$ cat src/rtl/case_conv_pkg.sv
// ---------------------------------------------------------------------------
// case_conv_pkg
//   Constants and helpers shared by the ASCII case converters (this lowercase
//   folder and the existing uppercase converter).
//
//   Contents:
//     UPPER_A / UPPER_Z  : bounds of the uppercase letter range (0x41..0x5A)
//     LOWER_A / LOWER_Z  : bounds of the lowercase letter range (0x61..0x7A)
//     CASE_OFFSET        : distance between the two letter ranges (0x20)
//     BUF_DEPTH          : entries in the streaming output buffer
//     occ_e              : buffer occupancy encoding
//     is_upper_byte()    : byte lies in UPPER_A..UPPER_Z
//     is_lower_byte()    : byte lies in LOWER_A..LOWER_Z
// ---------------------------------------------------------------------------
package case_conv_pkg;

  localparam logic [7:0] UPPER_A     = 8'h41;
  localparam logic [7:0] UPPER_Z     = 8'h5A;
  localparam logic [7:0] LOWER_A     = 8'h61;
  localparam logic [7:0] LOWER_Z     = 8'h7A;
  localparam logic [7:0] CASE_OFFSET = 8'h20;
  localparam int         BUF_DEPTH   = 2;

  // Occupancy of the output buffer; the value equals the number of entries.
  typedef enum logic [1:0] {
    OCC_EMPTY = 2'd0,
    OCC_ONE   = 2'd1,
    OCC_FULL  = 2'd2
  } occ_e;

  // Bytes 0x80..0xFF fall outside both ranges and are never letters.
  function automatic logic is_upper_byte(input logic [7:0] b);
    return (b >= UPPER_A) && (b <= UPPER_Z);
  endfunction

  function automatic logic is_lower_byte(input logic [7:0] b);
    return (b >= LOWER_A) && (b <= LOWER_Z);
  endfunction

endpackage

$ cat src/rtl/case_fold_byte.sv
// ---------------------------------------------------------------------------
// case_fold_byte
//   Purely combinational lowercase fold of one byte. Uppercase ASCII letters
//   are shifted down into the lowercase range; every other byte, including
//   the neighbours '@' (0x40) and '[' (0x5B) and all of 0x80..0xFF, passes
//   through unchanged.
//
//   Ports:
//     in_byte  [7:0] in  : byte to fold
//     out_byte [7:0] out : folded byte
//     is_upper       out : in_byte was an uppercase letter (was converted)
// ---------------------------------------------------------------------------
module case_fold_byte
  import case_conv_pkg::*;
(
  input  logic [7:0] in_byte,
  output logic [7:0] out_byte,
  output logic       is_upper
);

  always_comb begin
    is_upper = is_upper_byte(in_byte);
    out_byte = in_byte;
    if (is_upper) begin
      out_byte = in_byte + CASE_OFFSET;
    end
  end

endmodule

$ cat src/rtl/to_lower_stream.sv
// ---------------------------------------------------------------------------
// to_lower_stream
//   Streaming ASCII lowercase folder with a valid/ready handshake on both
//   sides. Bytes are folded as they are accepted and held in a 2-entry FIFO
//   that absorbs sink backpressure while still sustaining one byte per cycle
//   when the sink is always ready.
//
//   Build option: define TO_LOWER_STATS_EN to build the saturating
//   byte_count / conv_count statistics. Without it the counter outputs are
//   tied to zero and stats_clr is ignored; the data path is identical.
//
//   Ports:
//     clk               in  : clock, all state on its rising edge
//     rst               in  : synchronous active-high reset
//     in_valid          in  : in_data holds a byte
//     in_ready          out : a byte can be accepted this cycle
//     in_data   [7:0]   in  : input byte
//     out_valid         out : out_data holds a folded byte
//     out_ready         in  : sink takes out_data this cycle
//     out_data  [7:0]   out : head of the buffer (holds last value when idle)
//     stats_clr         in  : synchronous clear of both counters
//     byte_count[CNT_W] out : bytes accepted (saturating)
//     conv_count[CNT_W] out : accepted bytes that were uppercase (saturating)
// ---------------------------------------------------------------------------
module to_lower_stream
  import case_conv_pkg::*;
#(
  parameter int CNT_W = 16
) (
  input  logic             clk,
  input  logic             rst,
  input  logic             in_valid,
  output logic             in_ready,
  input  logic [7:0]       in_data,
  output logic             out_valid,
  input  logic             out_ready,
  output logic [7:0]       out_data,
  input  logic             stats_clr,
  output logic [CNT_W-1:0] byte_count,
  output logic [CNT_W-1:0] conv_count
);

  localparam int IDX_W = $clog2(BUF_DEPTH);

  occ_e             occ_q, occ_d;
  logic [7:0]       buf_q [BUF_DEPTH];
  logic [7:0]       buf_d [BUF_DEPTH];
  logic             push;
  logic             pop;
  logic             shift;
  logic [IDX_W-1:0] wr_idx;
  logic [7:0]       fold_byte;
  logic             fold_is_upper;

  case_fold_byte u_fold (
    .in_byte  (in_data),
    .out_byte (fold_byte),
    .is_upper (fold_is_upper)
  );

  // in_ready looks only at registered occupancy (and rst), never at
  // out_ready, so no combinational path runs from sink to source.
  assign in_ready  = (occ_q != OCC_FULL) && !rst;
  assign out_valid = (occ_q != OCC_EMPTY);
  assign out_data  = buf_q[0];

  assign push = in_valid && in_ready;
  assign pop  = out_valid && out_ready;

  // Occupancy FSM.
  always_comb begin
    occ_d = occ_q;
    case (occ_q)
      OCC_EMPTY: begin
        if (push) occ_d = OCC_ONE;
      end
      OCC_ONE: begin
        if (push && !pop)      occ_d = OCC_FULL;
        else if (!push && pop) occ_d = OCC_EMPTY;
      end
      OCC_FULL: begin
        if (pop) occ_d = OCC_ONE;
      end
      default: occ_d = OCC_EMPTY;
    endcase
  end

  // Slot 0 is always the head. Entries move toward the head only when a
  // second entry exists behind it; popping the last entry leaves slot 0
  // untouched so out_data keeps its last value while idle.
  always_comb begin
    shift  = pop && (occ_q == OCC_FULL);
    wr_idx = '0;
    // With one entry and no pop the new byte goes behind the head; with a
    // simultaneous pop it replaces the head directly.
    if ((occ_q == OCC_ONE) && !pop) begin
      wr_idx = IDX_W'(1);
    end
  end

  genvar gi;
  generate
    for (gi = 0; gi < BUF_DEPTH; gi++) begin : g_slot
      logic [7:0] next_up;
      if (gi < BUF_DEPTH - 1) begin : g_link
        assign next_up = buf_q[gi+1];
      end else begin : g_last
        assign next_up = buf_q[gi];
      end
      assign buf_d[gi] = (push && (wr_idx == IDX_W'(gi))) ? fold_byte :
                         shift                            ? next_up   :
                                                            buf_q[gi];
    end
  endgenerate

  always_ff @(posedge clk) begin
    if (rst) begin
      occ_q <= OCC_EMPTY;
      for (int i = 0; i < BUF_DEPTH; i++) begin
        buf_q[i] <= '0;
      end
    end else begin
      occ_q <= occ_d;
      for (int i = 0; i < BUF_DEPTH; i++) begin
        buf_q[i] <= buf_d[i];
      end
    end
  end

`ifdef TO_LOWER_STATS_EN
  logic [CNT_W-1:0] byte_cnt_q, byte_cnt_d;
  logic [CNT_W-1:0] conv_cnt_q, conv_cnt_d;

  // Clear has priority over a coincident push; both counters stop at
  // all-ones instead of wrapping.
  always_comb begin
    byte_cnt_d = byte_cnt_q;
    conv_cnt_d = conv_cnt_q;
    if (stats_clr) begin
      byte_cnt_d = '0;
      conv_cnt_d = '0;
    end else if (push) begin
      if (byte_cnt_q != '1) begin
        byte_cnt_d = byte_cnt_q + CNT_W'(1);
      end
      if (fold_is_upper && (conv_cnt_q != '1)) begin
        conv_cnt_d = conv_cnt_q + CNT_W'(1);
      end
    end
  end

  always_ff @(posedge clk) begin
    if (rst) begin
      byte_cnt_q <= '0;
      conv_cnt_q <= '0;
    end else begin
      byte_cnt_q <= byte_cnt_d;
      conv_cnt_q <= conv_cnt_d;
    end
  end

  assign byte_count = byte_cnt_q;
  assign conv_count = conv_cnt_q;
`else
  // Statistics not built: outputs constant, clear and flag have no sink.
  logic unused_stats;
  assign unused_stats = stats_clr | fold_is_upper;
  assign byte_count   = '0;
  assign conv_count   = '0;
`endif

endmodule

$ cat config.mk
export PLATFORM = sky130hd
export DESIGN_NAME = to_lower_stream
export DESIGN_NICKNAME = d
export VERILOG_FILES = /design/src/rtl/case_conv_pkg.sv /design/src/rtl/case_fold_byte.sv /design/src/rtl/to_lower_stream.sv
export SDC_FILE = /design/constraint.sdc
export NUM_CORES = 1
export LEC_CHECK = 0
export ABC_AREA = 1
export ABC_CLOCK_PERIOD_IN_PS = 3600
export BUFFER_PORTS_ARGS = -buffer_cell sky130_fd_sc_hd__buf_2
export CAP_MARGIN = 25
export CORE_MARGIN = 5
export CORE_UTILIZATION = 50
export DETAILED_ROUTE_END_ITERATION = 7
export PLACE_DENSITY_LB_ADDON = 0.2
export SYNTH_ARGS = -nofsm -noshare
export SYNTH_HDL_FRONTEND = slang
export SYNTH_SLANG_ARGS = --single-unit
$ cat constraint.sdc
create_clock -name clk -period 3.6 [get_ports clk]
set_input_delay 0.36 -clock clk [delete_from_list [all_inputs] [get_ports clk]]
set_output_delay 0.36 -clock clk [all_outputs]
set_load 0.005 [all_outputs]
==> impl_metrics.tcl <==
set metrics [dict create \
    outcome "finished, final reports clean" \
    nNetsFinal 207 \
    syn_area_sq_um 1260 \
    htree_levels 1 \
    io_pins 55 \
    grt_setup_unrepaired "false" \
    worst-setup-path-type "register to register" \
    drive_above_1_share 0.183 \
    gp_congestion 0.870 \
    antenna_left 0 \
    startpoint "occ_q[0]$_SDFFE_PP0P_" \
    yosys_register_bits 18 \
    die_h_um 60.1 \
    dp_cells 217 \
    ctsLongestPathBuffers 2 \
    grt_max_degree 14 \
    gr-total-overflow 0 \
    cap_violations 0 \
    slew_viol_final 0 \
    fin_skew_ns 0.00308 \
    postCtsSetupRepairBufs 0 \
    drt_wl_total_um 2240 \
    yosysUniqueCellTypes 22 \
    cts_buffers 3 \
    antenna-diode-count 0 \
    cp.arrival_ns 1.74 \
    die_area_sq_um 3620 \
    synth_area_per_cell_sq_um 7.06 \
    grt_usage 0.129 \
    clock_latency_ns 0.30 \
    synth-simple-area-share 0.251 \
    grt_antenna_before_repair 0 \
    most-common-layout-cells "conb_1, nand2_1, buf_2, dfxtp_1, inv_1" \
    cts_root_buf "clkbuf_4" \
    ys_seq_area_frac 0.287 \
    cts_tree "done" \
    worst_slack_ns 2.06 \
    cp.required_ns 3.80 \
    die_w_um 60.1 \
    grt_pass1_wl_um 3530 \
    postSynthCellCount 178 \
    yosys_warnings 0 \
    synthMuxAreaShare 0 \
    coreArea_sq_um 2430 \
    final.setup.tns_ns 0 \
    synth_top_family_by_area "buffers and inverters" \
    area_delta_synth_final_pct -2.79 \
    cts_resized 0 \
    dp_hpwl_um 1800 \
    io_buffers 21 \
    cp-end-kind "register" \
    p_leak_nw 0.651 \
    numClockSinks 18 \
    critPathMaxFanout 11 \
    start_util 0.516 \
    drtIter0Drc 39 \
    routedWlPerCell_um 10.2 \
    holdPathStages 3 \
    reg2reg_from "occ_q[0]$_SDFFE_PP0P_" \
    finalCritPeriodShare 0.429 \
    r2r_cells 7 \
    post-route-min-period_ns 1.54 \
    routed_via_density 4.63 \
    worst_setup_path_start_kind "register" \
    hold_path_class "input pin to register" \
    clock.fmax_mhz 648 \
    clkSlewWorstSetupHoldPaths_ns 0.11 \
    drc_errors 0 \
    pwr_density_cell_nw_per_um2 352 \
    synth-compound-area-share 0.117 \
    hold_viol 0 \
    first_pass_iters 4 \
    holdWs_ns 0.299 \
    pre_cts_slack_ns 1.73 \
    min_from "in_data[1]" \
    rows 18 \
    layout.cells.non_filler 221 \
    grt_pass1_vias 853 \
    synthXorXnorAreaFrac 0 \
    layout_commonest_cell "conb_1" \
    setup_violations 0 \
    ctsHoldBuffers 0 \
    synthAdderAreaFrac 0.0199 \
    ir_worst_vdd_mv 0.211 \
    vias 1023 \
]
[synthesized netlist by cell type]
cell | count | area (sq um)
nand3_1 | 13 | 65.1
buf_6 | 2 | 22.5
nand2_4 | 1 | 11.3
nor2_4 | 1 | 11.3
inv_1 | 17 | 63.8
nor3_1 | 2 | 10.0
o21ai_0 | 8 | 40.0
nor2_1 | 14 | 52.6
dfxtp_1 | 18 | 360
clkbuf_4 | 1 | 7.51
inv_2 | 3 | 11.3
buf_4 | 40 | 300
nand4_1 | 1 | 6.26
ha_1 | 2 | 25.0
a21oi_2 | 1 | 8.76
conb_1 | 1 | 3.75
and3_1 | 1 | 6.26
a21boi_0 | 5 | 37.5
nand2_1 | 31 | 116
a21oi_1 | 12 | 60.1
nor2_2 | 3 | 18.8
nand3_4 | 1 | 17.5
[power by group]
| part | switching, W | internal (W) |
|---|---|---|
| clock | 0.0000665 | 0.0000618 |
| sequential | 0.00000753 | 0.000210 |
| combinational | 0.0000543 | 0.0000293 |
[critical path, stage by stage (launching register included)]
cell and delay, ns:
dfxtp_1 0.45, inv_2 0.10, nand2_4 0.08, nand3_4 0.09, nor2_2 0.38, nor2_1 0.19
nand2_1 0.09, a21oi_1 0.06
[registers in the layout, summed over array words and instances, names as in the netlist]
register / cells
buf_q: 16
occ_q: 2
[cell families (layout without fill, tap and decap cells)]
| family | Yosys count | after routing |
|---|---|---|
| adder cells (fa/ha/maj) | 2 | 2 |
| AO/OA/AOI/OAI | 26 | 26 |
| buffers and inverters | 63 | 45 |
| other | 1 | 32 |
| flip-flops | 18 | 18 |
| AND/OR/NAND/NOR | 68 | 68 |
[per-layer routing]
layer | track usage | vias up | wire, um | part of all wire
met5 | 0 | - | 0 | 0
met4 | 0.0791 | 0 | 57 | 0.025
met3 | 0.0259 | 8 | 235 | 0.10
met2 | 0.194 | 47 | 1040 | 0.46
met1 | 0.167 | 455 | 911 | 0.41
li1 | - | 513 | - | -
[stage by stage]
stage | power, W | area (sq um) | utilization
6_report | 0.000430 | 1220 | 0.502
5_1_grt | 0.000454 | 1220 | 0.502
4_1_cts | 0.000434 | 1220 | 0.502
3_5_place_dp | 0.000306 | 1180 | 0.487
3_3_place_gp | 0.000303 | 1180 | 0.487
2_1_floorplan | 0.000313 | 1370 | -
[worst paths after layout]
kind | to | slack, ns
worst max-delay path | buf_q[0][2]$_SDFFE_PP0P_ | 2.06
worst min-delay path | buf_q[0][9]$_SDFFE_PP0P_ | 0.30
worst max register to register | buf_q[0][2]$_SDFFE_PP0P_ | 2.06
worst min register to register | buf_q[0][0]$_SDFFE_PP0P_ | 0.47
[final cells by class]
class / instances / area (sq um)
fill: 274 / 1210
timing repair buffer: 21 / 105
tap: 30 / 37.5
inverter: 20 / 75.1
sequential: 18 / 360
multi-input combinational: 128 / 607
clock buffer: 4 / 36.3
Note: power is estimated with default switching activity, not from simulation.
